$ cat src/rtl/pipe_stage_chain.sv
// Elastic valid/ready register chain with per-stage flush and bubble collapsing.
// Optional stall counter enabled by defining PIPE_STALL_CNT_EN.
module pipe_stage_chain #(
    parameter int WIDTH = 32,
    parameter int DEPTH = 3,
    parameter int CW    = $clog2(DEPTH + 1)
) (
    input  logic             clk,
    input  logic             reset,
    input  logic             in_valid,
    output logic             in_ready,
    input  logic [WIDTH-1:0] in_data,
    output logic             out_valid,
    input  logic             out_ready,
    output logic [WIDTH-1:0] out_data,
    input  logic [DEPTH-1:0] flush,
    output logic [CW-1:0]    occupancy,
    output logic [31:0]      stall_cnt
);

    logic [DEPTH-1:0] v;
    logic [DEPTH-1:0] r;
    logic [DEPTH-1:0] pv;
    logic [DEPTH-1:0] nv;
    logic [WIDTH-1:0] d  [DEPTH];
    logic [WIDTH-1:0] pd [DEPTH];
    logic [CW-1:0]    next_occ;

    // Predecessor view: stage 0 sees the input port, stage i sees stage i-1.
    generate
        if (DEPTH > 1) begin : g_pv_multi
            assign pv = {v[DEPTH-2:0], in_valid};
        end else begin : g_pv_single
            assign pv = in_valid;
        end
        for (genvar g = 0; g < DEPTH; g++) begin : g_pd
            if (g == 0) begin : g_first
                assign pd[g] = in_data;
            end else begin : g_rest
                assign pd[g] = d[g-1];
            end
        end
    endgenerate

    // A stage can accept if the output drains or any stage at or after it is empty.
    always_comb begin
        logic acc;
        r   = '0;
        acc = out_ready;
        for (int i = DEPTH - 1; i >= 0; i--) begin
            acc  = acc | ~v[i];
            r[i] = acc;
        end
    end

    always_comb begin
        nv       = '0;
        next_occ = '0;
        for (int i = 0; i < DEPTH; i++) begin
            nv[i]    = flush[i] ? 1'b0 : (r[i] ? pv[i] : v[i]);
            next_occ = next_occ + CW'(nv[i]);
        end
    end

    always_ff @(posedge clk or posedge reset) begin
        if (reset) begin
            v         <= '0;
            occupancy <= '0;
            for (int i = 0; i < DEPTH; i++) begin
                d[i] <= '0;
            end
        end else begin
            v         <= nv;
            occupancy <= next_occ;
            for (int i = 0; i < DEPTH; i++) begin
                if (r[i] && pv[i]) begin
                    d[i] <= pd[i];
                end
            end
        end
    end

    assign in_ready  = r[0];
    assign out_valid = v[DEPTH-1];
    assign out_data  = d[DEPTH-1];

`ifdef PIPE_STALL_CNT_EN
    logic [31:0] stall_q;

    // Saturating count of cycles where the output is blocked downstream.
    always_ff @(posedge clk or posedge reset) begin
        if (reset) begin
            stall_q <= '0;
        end else if (v[DEPTH-1] && !out_ready && (stall_q != 32'hFFFF_FFFF)) begin
            stall_q <= stall_q + 32'd1;
        end
    end

    assign stall_cnt = stall_q;
`else
    assign stall_cnt = 32'h0;
`endif

endmodule
$ cat config.mk
export PLATFORM = sky130hd
export DESIGN_NAME = pipe_stage_chain
export DESIGN_NICKNAME = d
export VERILOG_FILES = /design/src/rtl/pipe_stage_chain.sv
export SDC_FILE = /design/constraint.sdc
export NUM_CORES = 1
export LEC_CHECK = 0
export ABC_AREA = 1
export ABC_CLOCK_PERIOD_IN_PS = 4070
export CORE_MARGIN = 2
export CORE_UTILIZATION = 50
export DETAILED_ROUTE_END_ITERATION = 10
export GPL_ROUTABILITY_DRIVEN = 0
export PLACE_DENSITY = 0.77
export RECOVER_POWER = 50
export SYNTH_ARGS = -nofsm -noshare
export SYNTH_HDL_FRONTEND = slang
export SYNTH_SLANG_ARGS = --single-unit
$ cat constraint.sdc
create_clock -name clk -period 4.07 [get_ports clk]
set_input_delay 0.814 -clock clk [delete_from_list [all_inputs] [get_ports clk]]
set_output_delay 0.814 -clock clk [all_outputs]
set_load 0.02 [all_outputs]
Word-level counts from Yosys, hierarchy flattened
Index checks and enable logic that the tools add are counted.
Storage, ports and cells
  register bits after elaboration: 101
  input bits: 39
  output and inout bits: 68
  logic and storage cells: 22
Cells by class
  add/sub/neg operators: 2
  mux-type cells: 6
  bitwise gates (word level): 6
  reductions and logical operators: 3
Operator list (count)
  $mux W1: 6
  $logic_and A1 B1 Y1: 3
  $not A1 Y1: 3
  $or A1 B1 Y1: 3
  $add A1 B1 Y2: 1
  $add A2 B1 Y2: 1

Logic depth before layout (Yosys ltp)
  depth in word-level cells: 8
  mapped depth: 6

Worst setup path before layout
No wires, ideal clock.
  path kind: input to output
  start point: in out_ready
  end point: out in_ready
  data arrival time: 1.277 ns
  path slack: 1.979 ns
  stages: 3
  buffers on the path: 1
  path through: inv_1 -> nand4_4 -> buf_2
Between the ends
  cells in the longest elaborated chain, start to end: 3
Ends and longest elaborated chain
  start, declared: RTL line 14  | input logic out_ready,
  $or A1 B1 Y1 (3 in a row): RTL line 51  | acc = acc | ~v[i];
  end, declared: RTL line 11  | output logic in_ready,
Every way passes these cells.

Final worst setup path
Same ends and word-level chain as after synthesis.

==> results_dict.tcl <==
set metrics [dict create \
    vdd_drop_max_uv 228 \
    ys_seq_area_frac 0.564 \
    hold_path.class "reg -> reg" \
    overflow 0 \
    cts_resized 0 \
    hold_viol_final 0 \
    syn_area_sq_mm 0.00448 \
    dpl_cell_area_sq_mm 0.00489 \
    worst_setup_path_start_kind "input port" \
    vias 3243 \
    final_antenna_net_count 0 \
    min_period_ns 3.45 \
    p_total_mw 2.30 \
    arrival_ns 2.64 \
    path_clk_slew_ns 0.10 \
    postCtsHoldBufs 0 \
    rsz0062_at_grt "no" \
    area_growth_syn_to_layout_pct 12.8 \
    clk_latency_ns 0.37 \
    syn_inst 498 \
    crit_path_end_kind "primary output" \
    grt_pass1_wl_mm 14.7 \
    synth-compound-area-share 0.00335 \
    stdcell_area_sq_mm 0.00506 \
    cts_num_sinks 101 \
    synth.top_cell.area_share 0.564 \
    drt_pre_antenna_iters 5 \
    path_cells "dlygate4sd3_1 -> inv_1 -> nand4_4 -> clkdlybuf4s50_1" \
    cts_root_buffer "clkbuf_8" \
    cp_slowest_cell "clkdlybuf4s50_1" \
    static-leakage-power_nw 2.64 \
    synth_top_family_by_area "simple AND/OR/NAND/NOR gates" \
    io_buffers 74 \
    skew_ns 0.00900 \
    die_area_sq_mm 0.00974 \
    cts_tree "done" \
    dp.final_hpwl_mm 5.78 \
    drc 0 \
    place_ws_ns 0.771 \
    avgSynthCellArea_sq_um 9.00 \
    max_stage_delay_ns 0.71 \
    cts_setup_buffers 0 \
    wl_mm 9.06 \
    dp_cells 625 \
    core.rowCount 34 \
    yosys.area_share.adder 0.00447 \
    grt_pass1_vias 3140 \
    core_area_sq_mm 0.00872 \
    ctsLongestPathBuffers 2 \
    synth.area.top_cells "dfrtp_1 (56%), nand2_1 (16%), buf_4 (12%)" \
    instances_no_fill 641 \
    violations "capacitance limit, slew limit" \
    antenna_found_initial 0 \
    synth-seq-cells 101 \
    synth_mux_area_frac 0 \
    path_max_fanout 35 \
    cap_violations 1 \
    path_class "in -> out" \
    fin_tns_setup_ns 0 \
    grt_usage 0.192 \
    nets 568 \
    viasPerCell 5.06 \
    start_util 0.514 \
    die_width_um 98.7 \
    synth_top_cell_by_area "dfrtp_1" \
    synth_cell_types 14 \
    antennaDiodeCount 0 \
    crit_buf_inv 3 \
    synth_xor_area_frac 0 \
    finalSetupViolCount 0 \
    timing.final.crit_share 0.848 \
    final_util 0.580 \
    worstMarginPinSlew_ns 1.55 \
    fmax_mhz 290 \
    wire_per_inst_um 14.1 \
    report.final.slew_viol_count 78 \
    final_layout_size_suffix_gt1_frac 0.0469 \
    h-tree-depth 3 \
    required_ns 3.26 \
    die_y_um 98.7 \
    slew_headroom -0.0343 \
    cp_top_family "buffers and inverters" \
    hold_ws_ns 0.475 \
    grt_start_max_net_pins 78 \
    drt_iter0_markers 177 \
    yosysWarnings 0 \
    ios 107 \
    setup_ws_ns 0.619 \
    status "finished, violations left" \
    cts_made_buffers 9 \
    synthSimpleGateAreaFrac 0.280 \
    power_density_mw_per_mm2 456 \
]
==> kinds of logic after synthesis <==
group,Yosys count
AND/OR/NAND/NOR,294
AO/OA/AOI/OAI,3
flip-flops,101
buffers and inverters,98
adder cells (fa/ha/maj),1
other,1
==> layer usage <==
metal	vias up	GRT usage	routed length [um]
li1	1539	-	-
met1	1577	0.255	3990
met2	116	0.315	4360
met3	11	0.0390	550
met4	0	0.0727	166
met5	-	0	0
==> where the power goes <==
group          leakage (nW)  switching [mW]  internal (mW)
Sequential             1.28          0.0801           1.15
Clock                0.0953           0.342          0.256
Combinational          1.27           0.271          0.210
==> Yosys cell counts <==
cell	n
nand2_1	193
dfrtp_1	101
nand3_1	96
buf_4	74
buf_2	12
clkbuf_1	7
inv_1	4
a21oi_1	3
nand2_2	3
buf_1	1
conb_1	1
fa_1	1
nand3_2	1
nand4_4	1
==> area by class of cell <==
class,count,area (sq um)
fill,763,3660
sequential,101,2530
multi-input combinational,330,1400
timing repair buffer,82,790
clock buffer,11,151
tap,108,135
clock inverter,5,35.0
inverter,4,15.0
==> flip-flops by register name, indices dropped and copies added (netlist names) <==
signal     cells
d             64
out_data      32
v              3
occupancy      2
==> worst paths after layout <==
kind,startpoint,end,slack [ns],depth (start not counted)
setup / recovery,out_ready,in_ready,0.62,4
hold / removal,out_data[4],out_data[4],0.48,2
setup reg to reg,v[1],out_data[19],1.84,5
hold reg to reg,out_data[4],out_data[4],0.48,2
max in group asynchronous,reset,d[36],1.40,3
min in group asynchronous,reset,out_data[7],1.34,2
==> tightest hold or removal path, stage by stage, from the launching register on <==
cell and delay, ns:
dfrtp_1 0.35, nand2_1 0.05, nand2_1 0.04
==> layout by cell type, fill, tap and decap left out <==
cell	count
clkinv_2	2
clkinv_4	2
nand2_2	2
clkdlybuf4s50_1	72
inv_1	3
dfrtp_1	101
buf_4	5
fa_1	1
clkbuf_1	3
nand3_1	97
nand2_1	194
clkbuf_8	11
clkinvlp_4	1
inv_2	1
dlygate4sd3_1	2
a21oi_1	3
conb_1	32
nand4_4	1
(Power assumes the default switching activity.)
